## config.mk

```make
export PLATFORM = sky130hd
export DESIGN_NAME = descriptor_packer
export DESIGN_NICKNAME = d
export VERILOG_FILES = /design/src/rtl/sift_desc_pkg.sv /design/src/rtl/bin_saturate.sv /design/src/rtl/descriptor_packer.sv
export SDC_FILE = /design/constraint.sdc
export NUM_CORES = 2
export LEC_CHECK = 0
export ABC_AREA = 0
export CAP_MARGIN = 20
export CORE_AREA = 3 3 514 516
export CTS_CLUSTER_SIZE = 16
export DETAILED_ROUTE_END_ITERATION = 16
export DIE_AREA = 0 0 517 519
export PLACE_DENSITY = 0.58
export RECOVER_POWER = 50
export SETUP_SLACK_MARGIN = 0.1
export SLEW_MARGIN = 10
export SYNTH_ARGS = -nofsm -noshare
export SYNTH_HDL_FRONTEND = slang
export SYNTH_SLANG_ARGS = --single-unit
```

## constraint.sdc

```tcl
create_clock -name iclk -period 3.5 [get_ports iclk]
set_input_delay 0.525 -clock iclk [delete_from_list [all_inputs] [get_ports iclk]]
set_output_delay 0.525 -clock iclk [all_outputs]
set_load 0.05 [all_outputs]
```

## src/rtl/sift_desc_pkg.sv

```systemverilog
// Shared sizing and FSM encoding for the SIFT descriptor packing path.
package sift_desc_pkg;

    localparam int BIN_COUNT = 128;
    localparam int BIN_BITS  = 10;
    localparam int OUT_BITS  = 8;
    localparam int WORD_BITS = 32;

    typedef enum logic {
        ST_IDLE   = 1'b0,
        ST_STREAM = 1'b1
    } pack_state_t;

endpackage

```

## src/rtl/bin_saturate.sv

```systemverilog
// Clamps one normalized descriptor bin to the packed bin width.
module bin_saturate #(
    parameter int IN_BITS  = sift_desc_pkg::BIN_BITS,
    parameter int OUT_BITS = sift_desc_pkg::OUT_BITS
) (
    input  logic [IN_BITS-1:0]  ibin,
    output logic [OUT_BITS-1:0] obin
);

    // Any set bit above the output width means the value exceeds the max.
    always_comb begin
        if (|ibin[IN_BITS-1:OUT_BITS])
            obin = '1;
        else
            obin = ibin[OUT_BITS-1:0];
    end

endmodule

```

## src/rtl/descriptor_packer.sv

```systemverilog
// Saturates a 128-bin descriptor, buffers up to two, and streams each one
// out as 32 packed words with a valid/ready handshake.
module descriptor_packer #(
    parameter int BIN_COUNT = sift_desc_pkg::BIN_COUNT,
    parameter int BIN_BITS  = sift_desc_pkg::BIN_BITS,
    parameter int OUT_BITS  = sift_desc_pkg::OUT_BITS,
    parameter int WORD_BITS = sift_desc_pkg::WORD_BITS
) (
    input  logic                          iclk,
    input  logic                          ireset,
    input  logic                          idval,
    input  logic [BIN_COUNT*BIN_BITS-1:0] idescriptor,
    input  logic                          iready,
    output logic                          owvalid,
    output logic [WORD_BITS-1:0]          owdata,
    output logic                          owlast,
    output logic                          ooverflow,
    output logic [15:0]                   ocount,
    output logic                          obusy
);

    import sift_desc_pkg::*;

    localparam int DESC_BITS = BIN_COUNT * OUT_BITS;
    localparam int WORDS     = DESC_BITS / WORD_BITS;
    localparam int IDX_W     = $clog2(WORDS);
    localparam logic [IDX_W-1:0] LAST_IDX = IDX_W'(WORDS - 1);

    typedef logic [WORDS-1:0][WORD_BITS-1:0] desc_words_t;

    desc_words_t       sat_desc;
    desc_words_t       slot [2];
    logic              wr_ptr;
    logic              rd_ptr;
    logic [1:0]        occ;
    logic [1:0]        occ_nxt;
    logic [IDX_W-1:0]  word_idx;
    pack_state_t       state;
    pack_state_t       state_nxt;
    logic              xfer;
    logic              final_xfer;
    logic              capture;
    logic              drop;

    for (genvar k = 0; k < BIN_COUNT; k++) begin : g_bin
        bin_saturate #(
            .IN_BITS  (BIN_BITS),
            .OUT_BITS (OUT_BITS)
        ) u_sat (
            .ibin (idescriptor[k*BIN_BITS +: BIN_BITS]),
            .obin (sat_desc[k*OUT_BITS/WORD_BITS][(k*OUT_BITS)%WORD_BITS +: OUT_BITS])
        );
    end

    // A full buffer can still accept when the head descriptor leaves this cycle.
    assign xfer       = owvalid & iready;
    assign final_xfer = xfer & owlast;
    assign capture    = idval & ((occ != 2'd2) | final_xfer);
    assign drop       = idval & ~capture;
    assign occ_nxt    = occ + {1'b0, capture} - {1'b0, final_xfer};
    assign obusy      = (occ != 2'd0);

    always_ff @(posedge iclk or negedge ireset) begin
        if (!ireset) begin
            // NOTE: the slot storage is reset too, so a discarded descriptor never resurfaces after reset.
            slot[0]   <= '0;
            slot[1]   <= '0;
            wr_ptr    <= 1'b0;
            rd_ptr    <= 1'b0;
            occ       <= 2'd0;
            word_idx  <= '0;
            ooverflow <= 1'b0;
            ocount    <= 16'd0;
        end else begin
            // NOTE: non-blocking assignments so every register samples pre-edge values.
            if (capture) begin
                slot[wr_ptr] <= sat_desc;
                wr_ptr       <= ~wr_ptr;
            end
            if (xfer)
                word_idx <= final_xfer ? '0 : word_idx + IDX_W'(1);
            if (final_xfer) begin
                rd_ptr <= ~rd_ptr;
                ocount <= ocount + 16'd1;
            end
            if (drop)
                ooverflow <= 1'b1;
            occ <= occ_nxt;
        end
    end

    always_ff @(posedge iclk or negedge ireset) begin
        if (!ireset)
            state <= ST_IDLE;
        else
            state <= state_nxt;
    end

    always_comb begin
        // NOTE: default first so no path through the case leaves state_nxt unassigned (no latch).
        state_nxt = state;
        unique case (state)
            ST_IDLE:   if (occ_nxt != 2'd0) state_nxt = ST_STREAM;
            ST_STREAM: if (final_xfer && occ_nxt == 2'd0) state_nxt = ST_IDLE;
        endcase
    end

    always_comb begin
        owvalid = (state == ST_STREAM);
        owdata  = '0;
        owlast  = 1'b0;
        if (owvalid) begin
            owdata = slot[rd_ptr][word_idx];
            owlast = (word_idx == LAST_IDX);
        end
    end

endmodule
```

### Word-level counts from Yosys, hierarchy flattened

Cells that the tools add are included.

* register bits after elaboration: 2075
* bits of input ports: 1284
* word-level logic and storage cells: 367
* output and inout bits: 52

* muxes and demuxes: 142
* bitwise logic cells: 11
* magnitude comparators: 4
* reduce and logical (&&, ||, !) cells: 133
* eq/ne operators: 2
* add/subtract/negate cells: 4

Operator list (number)
* $mux W1024: 4
* $bwmux W2048: 1
* $demux W1024 S1: 1
* $mux W8: 128
* $reduce_or A2 Y1: 128
* $bmux W32 S5: 1
* $mux W32: 2
* $add A16 B1 Y16 const B: 1
* $lt A5 B6 Y1 const B: 1
* $add A5 B1 Y5 const B: 1
* $eq A5 B5 Y1 const B: 1
* $mux W5: 1
* $and A1 B1 Y1: 4
* $ge A2 B2 Y1 const B: 2
* $not A1 Y1: 4
* $not A1 Y2: 2
* $reduce_bool A2 Y1: 2
* $mux W1: 3
* $add A2 B1 Y2: 1
* $logic_and A1 B1 Y1: 2
* $logic_not A2 Y1: 1
* $lt A2 B1 Y1 const B: 1
* $ne A2 B2 Y1 const B: 1
* $pmux W1 S2: 1
* 2 further kinds: 2

### Logic depth before layout (Yosys ltp)

* word-level depth: 11
* gate-level depth with buffers: 18
* mapped depth without buffers: 10

### Cells and area by module

Synthesis repeated with hierarchy kept, for this count alone.

* cell total of the unflattened synthesis: 6808
* area total of the unflattened synthesis: 99609.3 sq um

Modules (own cells, without submodules)
* descriptor_packer: times used 1, seq. area each 51924.8 sq um, cells an instance 5784, area each 93203.1 sq um
* bin_saturate: times used 128, seq. area each 0.0 sq um, cells an instance 8, area each 50.0 sq um

### Worst setup path after synthesis

No wires, ideal clock.

* path kind: flip-flop to output port
* start: register word_idx[1]
* end: output port owdata[14]
* stages on the path, launching flop included: 10
* path buffers: 4
* arrival time: 2.860 ns
* data required time: 2.975 ns
* path slack: 0.115 ns
* path through: dfrtp_1 -> buf_2 -> buf_4 -> inv_1 -> clkbuf_1 -> clkbuf_1 -> nand2_1 -> nand2_1 -> nand2_1 -> a311oi_1

* word-level cells in the longest chain between the ends: 3

RTL lines
* start: declaration: RTL line descriptor_packer.sv:37 `logic [IDX_W-1:0] word_idx;`
* start signal: assignment: RTL line descriptor_packer.sv:81 `word_idx <= final_xfer ? '0 : word_idx + IDX_W'(1);`
* $bmux W32 S5: RTL line descriptor_packer.sv:113 `owdata = slot[rd_ptr][word_idx];`
* $mux W32 (not written as such): RTL line descriptor_packer.sv:113
* $mux W32: RTL line descriptor_packer.sv:112 `if (owvalid) begin`
* end: declaration: RTL line descriptor_packer.sv:15 `output logic [WORD_BITS-1:0] owdata,`

No other way between the ends. The select of a mux whose other input is x is not followed.

### Worst setup path after layout

* start: register rd_ptr
* end: output port owdata[10]

* word-level cells in the longest chain between the ends: 7

RTL lines
* start: declaration: RTL line descriptor_packer.sv:34 `logic rd_ptr;`
* start signal: assignment: RTL line descriptor_packer.sv:83 `rd_ptr <= ~rd_ptr;`
* $not A1 Y2 (not written as such): RTL line descriptor_packer.sv:113
* $mux W1024 (not written as such) (3 in series): RTL line descriptor_packer.sv:113
* $bmux W32 S5: RTL line descriptor_packer.sv:113
* $mux W32 (not written as such): RTL line descriptor_packer.sv:113
* $mux W32: RTL line descriptor_packer.sv:112

No other way between the ends. The select of a mux whose other input is x is not followed.

==> results.cfg <==
[run_status]
status = finished, violations left
violations = max-capacitance violations, max-slew violations, negative setup slack

[clocking]
path_clk_slew_ns = 0.06
clockRootBuffer = clkbuf_16
cts_buffer_depth = 3
cts.sink_count = 2075
cts_made_buffers = 216
h-tree-depth = 4
tritoncts = yes
clock_latency_ns = 0.85

[layout]
fill_cells = 23500
final_common_cell = nand2_1
drive_gt1_share_pct = 17.3
utilization_pct = 48.3
nets = 12000
layout_common_cells = 2219 x nand2_1, 2068 x dfrtp_1, 1301 x clkdlybuf4s50_1
synthToLayoutAreaGrowth_pct = 32.6

[sta]
fmax_mhz = 217
hold_violations = 0
grt_setup_unrepaired = true
setup_ws_ns = -1.12
slew_headroom_pct = -50.8
finalCritPeriodShare_pct = 132
worstMarginPinSlew_ns = 2.26
whs_ns = 0.298
setup_viol = 73
post-route-min-period_ns = 4.62
fin_skew_ns = 0.0427
drv_slew = 53

[global_routing]
grt_pass1_wl_um = 584000
grt_max_degree = 171
antenna_found_initial = 45
grt_use_total_pct = 30.6
grt-ovfl-total = 0
grt_pass1_vias = 78900

[setup_path]
start_kind = flop
regToRegEndpoint = slot[1305]$_DFFE_PN0P_
worstPathArrival_ns = 4.09
path_max_fanout = 9
critPathRequiredTime_ns = 2.97
rr_startpoint = word_idx[0]$_DFFE_PN0P_
reg2reg_depth = 11
crit_type = reg2out
cp-end-kind = output pin
reg2reg_slack_ns = 0.17

[routing]
num_vias = 78600
drc = 0
wire_per_inst_um = 29.3
routed_wl_um = 419000
drt-initial-drc-count = 7666
ant_nets = 0
routed_via_density = 5.49
drtPass1Iterations = 6

[synthesis]
ys.warnings.count = 0
synth_top_area_share_pct = 55.0
ys_seq_area_share_pct = 55.0
synth_area_mm2 = 0.0945
synth_edf_count = 0
ys_types = 54
syn_avg_cell_area_um2 = 10.1
yosysTopAreaCell = dfrtp_1
netlist_instances = 9318
synth_seq_cells = 2075
synthArstFlopShare_pct = 100
syn_nets = 10600
ys.flop_type = dfrtp_1
synthTopCellsByArea = dfrtp_1 55%, mux4_2 12%, nand2_1 8.9%

[floorplanning]
io_pins = 1336
fp.dieW_um = 517
dieArea_mm2 = 0.268
placementRows = 187
die_h_um = 519
core_area_mm2 = 0.260
initial_core_util_pct = 36.4

[hold_path]
min_from = idescriptor[20]
hp-class = in2reg
whs_endpoint = slot[1040]$_DFFE_PN0P_
holdPathStages = 3

[flow_run]
cap_viol_max_count = 1

[pwr]
leakage_nw = 54.5
peakVddDrop_mv = 1.43
p_per_area_mw_per_mm2 = 1070

[placed_design]
dpl.hpwl_um = 325000
routabilityCongestion = 0.927
io_buffers = 1335
stage by stage:
stage	worst slack (ns)	setup TNS, ns	total power, mW	std cells	instance area [um^2]
floorplan	0.115	0	74.5	9318	94500
global placement	-0.954	-9.25	102	13800	114000
detailed placement	-0.781	-8.90	104	13800	114000
CTS	-1.11	-28.21	133	14200	124000
global route	-1.05	-62.42	141	14300	125000
finish	-1.12	-26.71	134	14300	125000
final cells by class:
class,count,area (um^2),share of cell area (%)
clock buffer,317,6440,5.14
clock inverter,87,1140,0.911
multi-input combinational,6466,40400,32.2
sequential,2075,51900,41.5
antenna,28,70.1,0.0559
tap,3402,4260,3.40
inverter,5,30.0,0.0240
timing repair buffer,1939,21100,16.8
per-layer routing:
metal / global-route usage, % / wire length [um] / up-vias
li1: - / - / 34700
met1: 40.7 / 170000 / 39700
met2: 47.6 / 192000 / 3502
met3: 5.94 / 31400 / 689
met4: 15.8 / 25000 / 18
met5: 0 / 124 / -
report_power, final:
| part | total (mW) | switching, mW | internal, mW | leakage, nW |
|---|---|---|---|---|
| Clock | 24.3 | 10.2 | 14.1 | 3.74 |
| Sequential | 43.6 | 7.00 | 36.6 | 24.2 |
| Combinational | 66.0 | 37.1 | 28.9 | 26.6 |
worst max path at each step:
stage               slack, ns               startpoint  depth (start not counted)          to
floorplan                0.12  word_idx[1]$_DFFE_PN0P_                          9  owdata[14]
global placement        -0.95       rd_ptr$_DFFE_PN0N_                          8  owdata[14]
detailed placement      -0.78       rd_ptr$_DFFE_PN0N_                          8  owdata[17]
CTS                     -1.11       rd_ptr$_DFFE_PN0N_                         12  owdata[17]
global route            -1.05       rd_ptr$_DFFE_PN0N_                         13  owdata[11]
finish                  -1.12       rd_ptr$_DFFE_PN0N_                         11  owdata[10]
cell usage after synthesis, types with 3 or more instances:
cell and number:
nor2b_1 14, o22ai_1 4, nand2_1 2244, dfrtp_1 2075, and2_1 6, xnor2_1 14
o31a_1 3, a311o_1 4, buf_1 153, ha_1 4, o21ai_0 1261, a32oi_1 26
mux2_2 5, inv_1 3, nor2_1 1063, buf_6 24, a31oi_1 13, nand3_1 57
clkbuf_1 253, nand4_1 7, buf_2 217, or2_2 131, a221oi_1 8, xor2_1 4
mux4_2 524, a21oi_1 44, buf_4 124, nor3_1 5, o2111ai_1 4, o211ai_1 17
mux2i_1 99, o21ai_1 809, a22oi_1 53, and3_1 8, nand2b_1 9, a22o_1 6
logic make-up after synthesis:
logic type / synth area share, %
AO/OA/AOI/OAI: 12.5
XOR/XNOR: 0.167
adder cells (fa/ha/maj): 0.0530
buffers and inverters: 4.07
flip-flops: 55.0
multiplexers: 13.6
AND/OR/NAND/NOR: 14.7
state kept, by name, indices dropped and copies added, names as in the netlist:
register,cells
ocount,16
owvalid,1
occ,2
rd_ptr,1
word_idx,5
ooverflow,1
wr_ptr,1
slot,2048
worst max-delay path, stage by stage (launching register included):
cell and delay, ns:
dfrtp_4 0.51, buf_4 0.15, buf_12 0.14, buf_12 0.15, mux4_2 0.46, mux2i_4 0.29
buf_6 0.15, mux2i_4 0.08, o211ai_1 0.72, buf_4 0.27, o21ai_4 0.10, buf_6 0.17
what timing repair did:
action / 4_1_cts / 5_1_grt
hold endpoints to repair: 42 / 0
pin swaps: 74 / 66
gates cloned: 11 / 4
resized for setup: 365 / 133
setup endpoints to repair: 40 / 78
hold buffers: 1 / 0
buffers inserted: 69 / 51
No activity file was read; power rests on OpenSTA's default activity.
